**src/rtl/seq_add_pkg.sv**
```systemverilog
// Shared types and constants for the nibble-serial adder.
package seq_add_pkg;

  localparam int unsigned SLICE_W = 4;

  typedef enum logic [1:0] {
    IDLE = 2'd0,
    RUN  = 2'd1,
    DONE = 2'd2
  } state_t;

endpackage

```
**src/rtl/seq_add_ctrl_rca_4bit.sv**
```systemverilog
// Single 4-bit ripple-carry adder slice; the only arithmetic resource of seq_add_ctrl.
module rca_4bit
  import seq_add_pkg::*;
(
  input  logic [SLICE_W-1:0] x,
  input  logic [SLICE_W-1:0] y,
  input  logic               c_in,
  output logic [SLICE_W-1:0] sum,
  output logic               c_out
);

  logic [SLICE_W:0] carry;

  // Explicit ripple chain, one full adder per bit.
  always_comb begin
    carry    = '0;
    sum      = '0;
    carry[0] = c_in;
    for (int i = 0; i < int'(SLICE_W); i++) begin
      sum[i]       = x[i] ^ y[i] ^ carry[i];
      carry[i + 1] = (x[i] & y[i]) | (carry[i] & (x[i] ^ y[i]));
    end
    c_out = carry[SLICE_W];
  end

endmodule

```
**src/rtl/seq_add_ctrl.sv**
```systemverilog
// Nibble-serial adder: one shared 4-bit slice adds NIBBLES slices over NIBBLES cycles.
// Optional overflow output enabled by defining SEQ_ADD_OVF_EN.
module seq_add_ctrl
  import seq_add_pkg::*;
#(
  parameter int unsigned NIBBLES = 4
) (
  input  logic                       clk,
  input  logic                       rst_n,
  input  logic                       start,
  input  logic [SLICE_W*NIBBLES-1:0] x,
  input  logic [SLICE_W*NIBBLES-1:0] y,
  input  logic                       c_in,
  output logic                       busy,
  output logic                       done,
  output logic [SLICE_W*NIBBLES-1:0] sum,
  output logic                       c_out
`ifdef SEQ_ADD_OVF_EN
  ,
  output logic                       ovf
`endif
);

  localparam int unsigned W     = SLICE_W * NIBBLES;
  localparam int unsigned IDX_W = (NIBBLES > 1) ? $clog2(NIBBLES) : 1;
  localparam logic [IDX_W-1:0] LAST_IDX = IDX_W'(NIBBLES - 1);

  state_t             state, state_next;
  logic [IDX_W-1:0]   idx, idx_next;
  logic [W-1:0]       x_q, x_next;
  logic [W-1:0]       y_q, y_next;
  logic               carry_q, carry_next;
  logic [W-1:0]       sum_next;
  logic               c_out_next;
  logic               busy_next;
  logic               done_next;

  logic [SLICE_W-1:0] slice_x;
  logic [SLICE_W-1:0] slice_y;
  logic [SLICE_W-1:0] slice_sum;
  logic               slice_cout;

`ifdef SEQ_ADD_OVF_EN
  logic               ovf_next;
`endif

  assign slice_x = x_q[idx*SLICE_W +: SLICE_W];
  assign slice_y = y_q[idx*SLICE_W +: SLICE_W];

  rca_4bit u_rca (
    .x     (slice_x),
    .y     (slice_y),
    .c_in  (carry_q),
    .sum   (slice_sum),
    .c_out (slice_cout)
  );

  // State and datapath registers; reset clears everything including a half-done sum.
  always_ff @(posedge clk or negedge rst_n) begin
    if (!rst_n) begin
      state   <= IDLE;
      idx     <= '0;
      x_q     <= '0;
      y_q     <= '0;
      carry_q <= 1'b0;
      sum     <= '0;
      c_out   <= 1'b0;
      busy    <= 1'b0;
      done    <= 1'b0;
`ifdef SEQ_ADD_OVF_EN
      ovf     <= 1'b0;
`endif
    end else begin
      state   <= state_next;
      idx     <= idx_next;
      x_q     <= x_next;
      y_q     <= y_next;
      carry_q <= carry_next;
      sum     <= sum_next;
      c_out   <= c_out_next;
      busy    <= busy_next;
      done    <= done_next;
`ifdef SEQ_ADD_OVF_EN
      ovf     <= ovf_next;
`endif
    end
  end

  // Next-state and datapath control; busy/done are registered from the next state.
  always_comb begin
    state_next = state;
    idx_next   = idx;
    x_next     = x_q;
    y_next     = y_q;
    carry_next = carry_q;
    sum_next   = sum;
    c_out_next = c_out;
    busy_next  = 1'b0;
    done_next  = 1'b0;
`ifdef SEQ_ADD_OVF_EN
    ovf_next   = ovf;
`endif

    unique case (state)
      IDLE: begin
        if (start) begin
          x_next     = x;
          y_next     = y;
          carry_next = c_in;
          idx_next   = '0;
          state_next = RUN;
          busy_next  = 1'b1;
        end
      end

      RUN: begin
        sum_next[idx*SLICE_W +: SLICE_W] = slice_sum;
        carry_next = slice_cout;
        if (idx == LAST_IDX) begin
          idx_next   = '0;
          c_out_next = slice_cout;
          done_next  = 1'b1;
          state_next = DONE;
`ifdef SEQ_ADD_OVF_EN
          // Top result bit comes straight from this final slice.
          ovf_next = (x_q[W-1] == y_q[W-1]) && (slice_sum[SLICE_W-1] != x_q[W-1]);
`endif
        end else begin
          idx_next  = idx + IDX_W'(1);
          busy_next = 1'b1;
        end
      end

      DONE: begin
        state_next = IDLE;
      end

      default: begin
        state_next = IDLE;
      end
    endcase
  end

endmodule

```
**config.mk**
```make
export PLATFORM = sky130hd
export DESIGN_NAME = seq_add_ctrl
export DESIGN_NICKNAME = d
export VERILOG_FILES = /design/src/rtl/seq_add_pkg.sv /design/src/rtl/seq_add_ctrl_rca_4bit.sv /design/src/rtl/seq_add_ctrl.sv
export SDC_FILE = /design/constraint.sdc
export NUM_CORES = 1
export LEC_CHECK = 0
export BUFFER_PORTS_ARGS = -buffer_cell sky130_fd_sc_hd__buf_2
export CORE_MARGIN = 1.5
export CORE_UTILIZATION = 54
export DETAILED_ROUTE_END_ITERATION = 10
export GPL_ROUTABILITY_DRIVEN = 0
export PLACE_DENSITY = 0.88
export SYNTH_ARGS = -nofsm -noshare
export SYNTH_HDL_FRONTEND = slang
export SYNTH_HIERARCHICAL = 1
export SYNTH_SLANG_ARGS = --single-unit
```
**constraint.sdc**
```tcl
create_clock -name clk -period 3.8 [get_ports clk]
set_clock_uncertainty 0.05 [all_clocks]
set_input_delay 0.19 -clock clk [delete_from_list [all_inputs] [get_ports clk]]
set_output_delay 0.19 -clock clk [all_outputs]
set_load 0.01 [all_outputs]
```
==> results.sh, run 1 <==
export IMPL_final_max_slew_viol_count=0
export IMPL_crit_path_end_kind="register"
export IMPL_cp_start_kind="register"
export IMPL_start_util_pct=57.4
export IMPL_rows=24
export IMPL_synthTopCellsByArea="dfrtp_1, mux2_2, mux4_2"
export IMPL_setup_tns_ps=0
export IMPL_ys_async_sr_fraction_pct=100
export IMPL_avgSynthCellArea_um2=13.8
export IMPL_hold_depth=2
export IMPL_ioPinCount=55
export IMPL_htreeDepth=2
export IMPL_grt_pass1_vias=1693
export IMPL_grt_max_degree=57
export IMPL_wl_mm=4.56
export IMPL_ant_nets=0
export IMPL_area_growth_pct=16.3
export IMPL_critPathArrivalTime_ps=3300
export IMPL_drc_errors=0
export IMPL_clock_root_buffer="clkbuf_8"
export IMPL_cts_tree="yes"
export IMPL_seq_area_frac_synth_pct=54.6
export IMPL_path_class="reg -> reg"
export IMPL_cp_required_ps=3980
export IMPL_chipHeight_um=72.0
export IMPL_fin_ws_ps=687
export IMPL_via_count=1628
export IMPL_fin_area_mm2=0.00299
export IMPL_fmax_mhz=321
export IMPL_layout_nets=290
export IMPL_post_place_cells=289
export IMPL_hold_class="in -> reg"
export IMPL_placed_cell_area_mm2=0.00289
export IMPL_synth_edf_count=0
export IMPL_finalSetupViolCount=0
export IMPL_power_leakage_nw=1.45
export IMPL_outcome="complete, no violations"
export IMPL_rsz0062_at_grt="false"
export IMPL_dpl_worst_slack_ps=674
export IMPL_min_period_ps=3110
export IMPL_stdcell_count=298
export IMPL_yosysTopAreaCellShare_pct=54.6
export IMPL_numClockSinks=56
export IMPL_yosysMostFrequentCell="dfrtp_1"
export IMPL_ir_worst_vdd_mv=0.480
export IMPL_drt_initial_drc_count=79
export IMPL_dr_pass1_iters=4
export IMPL_synth_seq_cells=56
export IMPL_overflow=0
export IMPL_cp_max_fo=6
export IMPL_antenna_cells=0
export IMPL_period_share_pct=81.9
export IMPL_routedWlPerCell_um=15.3
export IMPL_numCtsBuffers=5
export IMPL_power_density_mw_per_mm2=901
export IMPL_clkTransAtPathRegs_ps=100
export IMPL_dp_hpwl_mm=3.49
export IMPL_synthesis_area_mm2=0.00257
export IMPL_die_area_mm2=0.00518
export IMPL_synth_cells=186
export IMPL_clk_latency_ps=310
export IMPL_coreArea_mm2=0.00447
export IMPL_cts_resized=0
export IMPL_io_buffers=54
export IMPL_synthTopCellsByCount="dfrtp_1, mux2_2, nand2_1, inv_1, o21ai_0"
export IMPL_grt_pass1_wl_mm=8.05
export IMPL_cap_violations=0
export IMPL_cts_max_path_buffers=2
export IMPL_synth_warnings=6
export IMPL_drive_above_1_share_pct=44.7
export IMPL_synth_net_count=231
export IMPL_vias_per_cell=5.46
export IMPL_hold_violations=0
export IMPL_worstRegToRegCells=11
export IMPL_track_usage_pct=20.6
export IMPL_synth_distinct_cells=25
export IMPL_grt_antenna_before_repair=0
export IMPL_synth_ff_type="dfrtp_1"
export IMPL_worst_slew_margin_rel_pct=55.0
export IMPL_synth_top_area_cell="dfrtp_1"
export IMPL_worstMarginPinSlew_ps=674
export IMPL_chipWidth_um=72.0
export IMPL_p_total_mw=2.69
## worst max-delay path, stage by stage (launching register included)
cell	delay [ps]
dfrtp_1	550
mux4_2	570
fa_1	430
inv_1	80
fa_1	170
inv_1	50
fa_1	350
inv_1	80
fa_1	400
inv_1	120
nand2_1	60
o21ai_0	150
## path summary, 6_finish.rpt
| kind | from | to | slack, ps |
|---|---|---|---|
| hold reg to reg | sum[4] | sum[4] | 430 |
| min in group asynchronous | rst_n | done | 480 |
| setup reg to reg | idx[0] | sum[11] | 690 |
| setup / recovery | idx[0] | sum[11] | 690 |
| hold / removal | y[10] | y_q[10] | 50 |
| max in group asynchronous | rst_n | y_q[11] | 2770 |
## placed cells by master, fill, tap and decap left out
cell and n:
a21oi_1 1, a22o_1 8, a22oi_1 1, and2b_2 1, and4bb_2 1, buf_2 54, buf_4 4, clkbuf_8 5
clkinv_2 2, clkinv_4 1, dfrtp_1 56, dlygate4sd3_1 1, fa_1 4, ha_1 5, inv_1 15, mux2_1 3
mux2_2 30, mux2i_1 1, mux4_2 8, nand2_1 23, nand3b_1 2, nor2_1 3, nor3b_4 1, nor4b_2 2
nor4b_4 1, nor4bb_1 1, o21ai_0 11, or3b_1 1
## power breakdown
part | switching (mW) | internal, mW | total, mW
clock network | 0.189 | 0.129 | 0.318
logic | 0.691 | 0.639 | 1.33
registers | 0.175 | 0.868 | 1.04
total | 1.06 | 1.64 | 2.69
## flip-flops by register name (all words and copies together), names as in the netlist
| register | cells |
|---|---|
| x_q | 16 |
| idx | 2 |
| c_out | 1 |
| busy | 1 |
| done | 1 |
| sum | 16 |
| state | 2 |
| y_q | 16 |
| carry_q | 1 |
## layer usage
metal / vias to the layer above / track usage (%) / share of wire [%]
li1: 766 / - / -
met1: 807 / 27.1 / 45
met2: 49 / 34.5 / 49
met3: 6 / 5.00 / 4.5
met4: 0 / 5.66 / 1.2
met5: - / 0 / 0
## stage by stage
step | utilization [%] | hold WS (ps)
global route | 66.8 | 38.1
floorplan | - | -156
global placement | 64.6 | 301
finish | 66.8 | 45.8
CTS | 66.8 | 35.4
detailed placement | 64.6 | 311
## cell families (layout without fill, tap and decap cells)
| group | after synthesis | count (layout) | synth area share (%) |
|---|---|---|---|
| simple gates | 36 | 36 | 8.77 |
| compound gates | 21 | 21 | 5.36 |
| fa+ha+maj | 9 | 9 | 5.55 |
| buf+inv | 22 | 82 | 3.90 |
| mux | 42 | 42 | 21.9 |
| flops | 56 | 56 | 54.6 |
## layout make-up
class / instances / area [um2]
Clock buffer: 5 / 68.8
Multi-Input combinational cell: 108 / 1070
Fill cell: 338 / 1490
Clock inverter: 3 / 18.8
Timing Repair Buffer: 59 / 310
Inverter: 15 / 56.3
Sequential cell: 56 / 1400
Tap cell: 52 / 65.1
## what timing repair did
| action | in CTS | in global routing |
|---|---|---|
| hold endpoints to repair | 56 | 0 |
| hold buffers | 1 | 0 |
| buffers inserted | 0 | 0 |
No activity file was read; power rests on OpenSTA's default activity.
==> run 2, diff against run 1 <==
--- a/config.mk
+++ b/config.mk
@@ -5,12 +5,13 @@
 export SDC_FILE = /design/constraint.sdc
 export NUM_CORES = 1
 export LEC_CHECK = 0
+export ABC_AREA = 1
 export BUFFER_PORTS_ARGS = -buffer_cell sky130_fd_sc_hd__buf_2
 export CORE_MARGIN = 1.5
-export CORE_UTILIZATION = 54
+export CORE_UTILIZATION = 49
 export DETAILED_ROUTE_END_ITERATION = 10
 export GPL_ROUTABILITY_DRIVEN = 0
-export PLACE_DENSITY = 0.88
+export PLACE_DENSITY = 0.84
 export SYNTH_ARGS = -nofsm -noshare
 export SYNTH_HDL_FRONTEND = slang
 export SYNTH_HIERARCHICAL = 1
==> constraint.sdc (replaced) <==
create_clock -name clk -period 2.8 [get_ports clk]
set_clock_uncertainty 0.05 [all_clocks]
set_input_delay 0.14 -clock clk [delete_from_list [all_inputs] [get_ports clk]]
set_output_delay 0.14 -clock clk [all_outputs]
set_load 0.01 [all_outputs]
==> run 2 against run 1 <==
- the flow now finishes with violations (negative setup slack)
- die area increased by 18%
- setup slack got worse by 700 ps
- hold slack got worse by 46 ps
- critical endpoint unchanged
- power increased by 64%
- count of clock-buffer cells in the layout unchanged
- final area increased by 15%
- cell count increased by 61%
- global-route usage increased by 2.2 points
- combinational power increased by 71%
- non-clock buffer count increased by 20
==> results.sh, run 2 <==
export IMPL_ioPinCount=55
export IMPL_grt_pass1_wl_mm=10.8
export IMPL_cts_max_path_buffers=2
export IMPL_ant_nets=0
export IMPL_path_class="reg -> reg"
export IMPL_synth_xor_area_share_pct=0
export IMPL_synth_warnings=6
export IMPL_synthTopCellsByCount="nand2_1, dfrtp_1, inv_1, nand3_1, nor2_1"
export IMPL_wl_met3_um=326
export IMPL_synthesis_area_mm2=0.00278
export IMPL_cpMostUsedCell="inv_2"
export IMPL_antenna_cells=0
export IMPL_clk_latency_ps=310
export IMPL_synth_net_count=379
export IMPL_period_share_pct=101
export IMPL_reg_top3="sum (16), x_q (16), y_q (16)"
export IMPL_fmax_mhz=355
export IMPL_vias_per_cell=5.01
export IMPL_synthTopCellsByArea="dfrtp_1, nand2_1, nand3_1"
export IMPL_grt_pass1_vias=2273
export IMPL_track_usage_pct=22.8
export IMPL_synth_top_family_by_area="simple AND/OR/NAND/NOR gates"
export IMPL_power_leakage_nw=1.92
export IMPL_coreArea_mm2=0.00547
export IMPL_rows=27
export IMPL_finalSetupViolCount=3
export IMPL_synth_simple_area_share_pct=29.4
export IMPL_yosysTopAreaCellShare_pct=50.5
export IMPL_fin_ws_ps=-15.6
export IMPL_synth_area_mux_share_pct=0
export IMPL_hold_class="in -> reg"
export IMPL_stdcell_count=479
export IMPL_area_growth_pct=24.0
export IMPL_final_max_slew_viol_count=0
export IMPL_ir_worst_vdd_mv=0.572
export IMPL_io_buffers=54
export IMPL_cp_max_fo=5
export IMPL_chipHeight_um=78.3
export IMPL_cp_cell_sequence="inv_4, nor2_2, nor2_1, o21ai_1, nand2_1, fa_2, inv_2, fa_1, inv_2, fa_2, inv_2, fa_1, inv_2, inv_2, nor2_1, nand3_1, nand2_1"
export IMPL_chipWidth_um=78.3
export IMPL_drive_above_1_share_pct=23.6
export IMPL_cap_violations=0
export IMPL_drc_errors=0
export IMPL_synth_compound_area_share_pct=7.12
export IMPL_routed_top_layer="met4"
export IMPL_cpPeakStageDelay_ps=460
export IMPL_outcome="complete, but fails checks"
export IMPL_clock_root_buffer="clkbuf_8"
export IMPL_synth_seq_cells=56
export IMPL_routedWlPerCell_um=13.3
export IMPL_seq_area_frac_synth_pct=50.5
export IMPL_numCtsBuffers=5
export IMPL_overflow=0
export IMPL_avgSynthCellArea_um2=8.32
export IMPL_yosysMostFrequentCell="nand2_1"
export IMPL_cp_start_kind="register"
export IMPL_synthAdderAreaFrac_pct=5.14
export IMPL_crit_path_end_kind="register"
export IMPL_drt_initial_drc_count=152
export IMPL_dp_hpwl_mm=4.33
export IMPL_layout_nets=451
export IMPL_final_common_cell="nand2_1"
export IMPL_cp_required_ps=3010
export IMPL_rsz0062_at_grt="true"
export IMPL_fin_util_pct=62.9
export IMPL_hold_violations=0
export IMPL_clkTransAtPathRegs_ps=100
export IMPL_critPathArrivalTime_ps=3020
export IMPL_wl_met1_mm=2.71
export IMPL_power_density_mw_per_mm2=1280
export IMPL_grt_antenna_before_repair=0
export IMPL_violations="negative setup slack"
export IMPL_worstMarginPinSlew_ps=1040
export IMPL_hold_start="y[5]"
export IMPL_numClockSinks=56
export IMPL_final_cell_mix="nand2_1, dfrtp_1, buf_2"
export IMPL_start_util_pct=50.8
export IMPL_synth_distinct_cells=23
export IMPL_ys_async_sr_fraction_pct=100
export IMPL_r2r_start="idx[0]"
export IMPL_die_area_mm2=0.00613
export IMPL_cts_tree="yes"
export IMPL_post_place_cells=451
export IMPL_synth_top_area_cell="dfrtp_1"
export IMPL_min_period_ps=2820
export IMPL_grt_max_degree=48
export IMPL_via_count=2399
export IMPL_synth_ff_type="dfrtp_1"
export IMPL_critPathSlowestCell="dfrtp_2"
export IMPL_dr_pass1_iters=5
export IMPL_synth_edf_count=0
export IMPL_wl_met2_mm=3.21
export IMPL_crit_path_start="idx[0]"
export IMPL_htreeDepth=2
export IMPL_worst_slew_margin_rel_pct=30.6
export IMPL_synth_cells=334
export IMPL_wl_mm=6.37
run 2: changes by cell type in the layout (fill, tap and decap cells not counted), sizes merged, moves of 11 or more:
cell         previous run  this run
nand3                   0        32
mux2                   33         0
nor2                    3        27
dlygate4sd3             1        12
inv                    15        32
nand2                  23       132
run 2: routing by layer:
layer,global-route usage [%],vias up
met4,8.75,0
met5,0,-
met2,38.9,73
met3,4.19,12
li1,-,1189
met1,28.7,1125
run 2: path summary, 6_finish.rpt:
path,slack (ps),cells past startpoint,end
max,-20,17,sum[11]
min,0.03,3,y_q[5]
max reg2reg,-20,17,sum[11]
min reg2reg,430,2,x_q[1]
max in group asynchronous,1470,3,x_q[14]
min in group asynchronous,490,2,done
run 2: cell type report:
type,count,area (um2)
inverters,32,125
repair inverters,1,7.51
multi-input cells,231,1170
repair buffers,79,492
clock inverters,3,90.1
flip-flops and latches,56,1400
well taps,72,90.1
clock buffers,5,68.8
fillers,471,2030
run 2: repair_timing:
action,CTS,global route
cloned,1,0
resized for setup,3,6
buffers inserted,6,2
pin swaps,1,2
hold endpoints to repair,50,0
endpoints found under the setup margin,3,6
hold buffers,12,0
run 2: worst max-delay path: cells and delay by family (launching register included):
family / cells / cell delay [ps]
AND/OR/NAND/NOR: 6 / 480
AO/OA/AOI/OAI: 1 / 100
adder cells (fa/ha/maj): 4 / 1330
flip-flops: 1 / 460
buffers and inverters: 6 / 360
run 2: stage by stage:
| step | power [mW] | hold slack, ps | setup TNS [ps] | area (um2) | setup WS [ps] |
|---|---|---|---|---|---|
| 6_report | 4.41 | 0.0265 | -38.5 | 3440 | -15.6 |
| 5_1_grt | 4.78 | 13.9 | -621 | 3440 | -175 |
| 4_1_cts | 4.35 | 0.259 | 0 | 3430 | 3.82 |
| 3_5_place_dp | 3.45 | 308 | -171 | 3090 | -59.8 |
| 3_3_place_gp | 3.34 | 305 | 0 | 3090 | 81.2 |
| 2_1_floorplan | 2.92 | -206 | 0 | 2800 | 17.3 |
run 2: cell families (layout without fill, tap and decap cells):
| family | after synthesis | in the layout |
|---|---|---|
| and+or+nand+nor | 192 | 192 |
| AOI/OAI and AO/OA | 30 | 30 |
| DFF | 56 | 56 |
| buffers and inverters | 47 | 120 |
| adders and majority gates | 9 | 9 |
run 2: power breakdown:
part	internal, mW	leakage [nW]	switching (mW)
Clock	0.447	0.0784	0.265
Sequential	1.17	0.702	0.249
Combinational	0.897	1.14	1.39
Total	2.51	1.92	1.90
==> run 3, diff against run 2 <==
--- a/config.mk
+++ b/config.mk
@@ -7,6 +7,7 @@
 export LEC_CHECK = 0
 export ABC_AREA = 1
 export BUFFER_PORTS_ARGS = -buffer_cell sky130_fd_sc_hd__buf_2
+export CORE_ASPECT_RATIO = 0.7
 export CORE_MARGIN = 1.5
 export CORE_UTILIZATION = 49
 export DETAILED_ROUTE_END_ITERATION = 10
==> constraint.sdc (replaced) <==
create_clock -name clk -period 2.5 [get_ports clk]
set_clock_uncertainty 0.05 [all_clocks]
set_input_delay 0.125 -clock clk [delete_from_list [all_inputs] [get_ports clk]]
set_output_delay 0.125 -clock clk [all_outputs]
set_load 0.01 [all_outputs]
==> run 3 against run 2 <==
- sequential power rose by 11%
- fmax rose by 3.8%
- clock power fell by 9.8%
- highest routed layer unchanged
- final area rose by 1.3%
- sequential share of layout area fell by 0.51 points
- critical endpoint is now sum[7]
- count of clock-buffer cells in the layout rose by 2
- the run still ends with negative setup slack left
==> results.sh, run 3 (synthesis results as in run 2) <==
export IMPL_fillers=449
export IMPL_crit_path_end_kind="register"
export IMPL_chipWidth_um=93.0
export IMPL_setup_tns_ps=-781
export IMPL_clkTransAtPathRegs_ps=100
export IMPL_hold_depth=3
export IMPL_clk_latency_ps=310
export IMPL_clock_root_buffer="clkbuf_8"
export IMPL_multi_input_area_mm2=0.00117
export IMPL_overflow=0
export IMPL_reg2reg_to="sum[7]"
export IMPL_grt_pass1_vias=2301
export IMPL_r2r_start="idx[0]"
export IMPL_rows=22
export IMPL_placed_cell_area_mm2=0.00315
export IMPL_final_cell_mix="nand2_1, dfrtp_1, buf_2"
export IMPL_outcome="complete, but fails checks"
export IMPL_grt_max_degree=44
export IMPL_worst_slew_margin_rel_pct=57.9
export IMPL_p_total_mw=4.79
export IMPL_path_class="reg -> reg"
export IMPL_critPathSlowestCell="dfrtp_2"
export IMPL_grt_pass1_wl_mm=10.8
export IMPL_reg_top3="sum (16), x_q (16), y_q (16)"
export IMPL_crit_buf_inv=6
export IMPL_numCtsBuffers=5
export IMPL_finalSetupViolCount=5
export IMPL_chipHeight_um=66.0
export IMPL_cap_violations=0
export IMPL_hold_start="x[2]"
export IMPL_hold_class="in -> reg"
export IMPL_dpl_worst_slack_ps=-217
export IMPL_final_common_cell="nand2_1"
export IMPL_fin_ws_ps=-214
export IMPL_power_density_mw_per_mm2=1370
export IMPL_numClockSinks=56
export IMPL_stdcell_count=487
export IMPL_drt_initial_drc_count=161
export IMPL_critPathArrivalTime_ps=2920
export IMPL_whs_ps=7.09
export IMPL_start_util_pct=52.0
export IMPL_antenna_cells=0
export IMPL_post_place_cells=458
export IMPL_dp_hpwl_mm=4.65
export IMPL_ir_worst_vdd_mv=0.546
export IMPL_area_growth_pct=25.5
export IMPL_regArea_mm2=0.00140
export IMPL_fin_area_mm2=0.00349
export IMPL_grt_antenna_before_repair=0
export IMPL_worstMarginPinSlew_ps=632
export IMPL_drc_errors=0
export IMPL_cpMostUsedCell="inv_2"
export IMPL_die_area_mm2=0.00614
export IMPL_drive_above_1_share_pct=23.1
export IMPL_ioPinCount=55
export IMPL_routedWlPerCell_um=13.2
export IMPL_via_count=2439
export IMPL_violations="negative setup slack"
export IMPL_hold_end="x_q[2]"
export IMPL_vias_per_cell=5.01
export IMPL_power_leakage_nw=1.95
export IMPL_cp_cell_sequence="inv_4, nand2_1, o211ai_1, nand2_1, fa_2, inv_2, fa_2, inv_2, fa_2, inv_2, fa_1, inv_2, inv_2, nor3_4, nand2_1, nand2_1"
export IMPL_worstRegToRegCells=16
export IMPL_hold_violations=0
export IMPL_cpPeakStageDelay_ps=440
export IMPL_min_period_ps=2710
export IMPL_cp_required_ps=2710
export IMPL_cp_start_kind="register"
export IMPL_ant_nets=0
export IMPL_dr_pass1_iters=5
export IMPL_fin_util_pct=65.3
export IMPL_htreeDepth=2
export IMPL_coreArea_mm2=0.00534
export IMPL_fmax_mhz=369
export IMPL_cp_max_fo=9
export IMPL_track_usage_pct=22.9
export IMPL_period_share_pct=109
export IMPL_r2r_slack_ps=-210
export IMPL_critPathTopFamily="adder cells"
export IMPL_cts_tree="yes"
export IMPL_layout_nets=459
export IMPL_final_max_slew_viol_count=0
export IMPL_rsz0062_at_grt="true"
export IMPL_cts_max_path_buffers=2
export IMPL_io_buffers=54
export IMPL_wl_mm=6.43
run 3: changes by cell type in the layout (fill, tap and decap cells not counted), sizes merged:
cell and delta:
clkbuf +2, buf +1, dlygate4sd3 +8, bufinv -2
clkinvlp -1
run 3: layout make-up:
type / instances / area share, %
clock buffer: 7 / 2.76
sequential: 56 / 40.2
inverter: 32 / 3.59
tap: 72 / 2.58
clock inverter: 1 / 0.861
timing repair buffer: 88 / 16.5
multi-input combinational: 231 / 33.5
run 3: per-layer routing:
| layer | vias up | wire [um] | track usage (%) |
|---|---|---|---|
| met5 | - | 0 | 0 |
| met3 | 9 | 396 | 4.94 |
| met1 | 1149 | 3100 | 32.4 |
| li1 | 1200 | - | - |
| met4 | 0 | 78 | 7.20 |
| met2 | 81 | 2860 | 35.2 |
run 3: how the worst max path moves through the flow:
stage	startpoint	endpoint	slack, ps	cells after the start
detailed placement	idx[0]	sum[11]	-220	16
global route	idx[0]	sum[7]	-360	16
global placement	idx[0]	sum[7]	-110	16
floorplan	idx[0]	sum[7]	-230	18
finish	idx[0]	sum[7]	-210	16
CTS	idx[0]	sum[7]	-230	16
run 3: worst register-to-register path: stages (launching register included):
cell,delay (ps)
dfrtp_2,440
inv_4,100
nand2_1,50
o211ai_1,70
nand2_1,110
fa_2,370
inv_2,60
fa_2,200
inv_2,40
fa_2,330
inv_2,60
fa_1,410
inv_2,70
inv_2,50
nor3_4,130
nand2_1,70
nand2_1,60
run 3: what timing repair did:
action	4_1_cts	5_1_grt
endpoints found under the setup margin	5	9
endpoints found under the hold margin	44	1
gates resized for setup	3	1
pin swaps	0	0
hold buffers	19	1
setup buffers	1	0
run 3: report_power, final:
group	internal (mW)	switching, mW
Clock	0.354	0.288
Combinational	1.02	1.56
Sequential	1.31	0.267
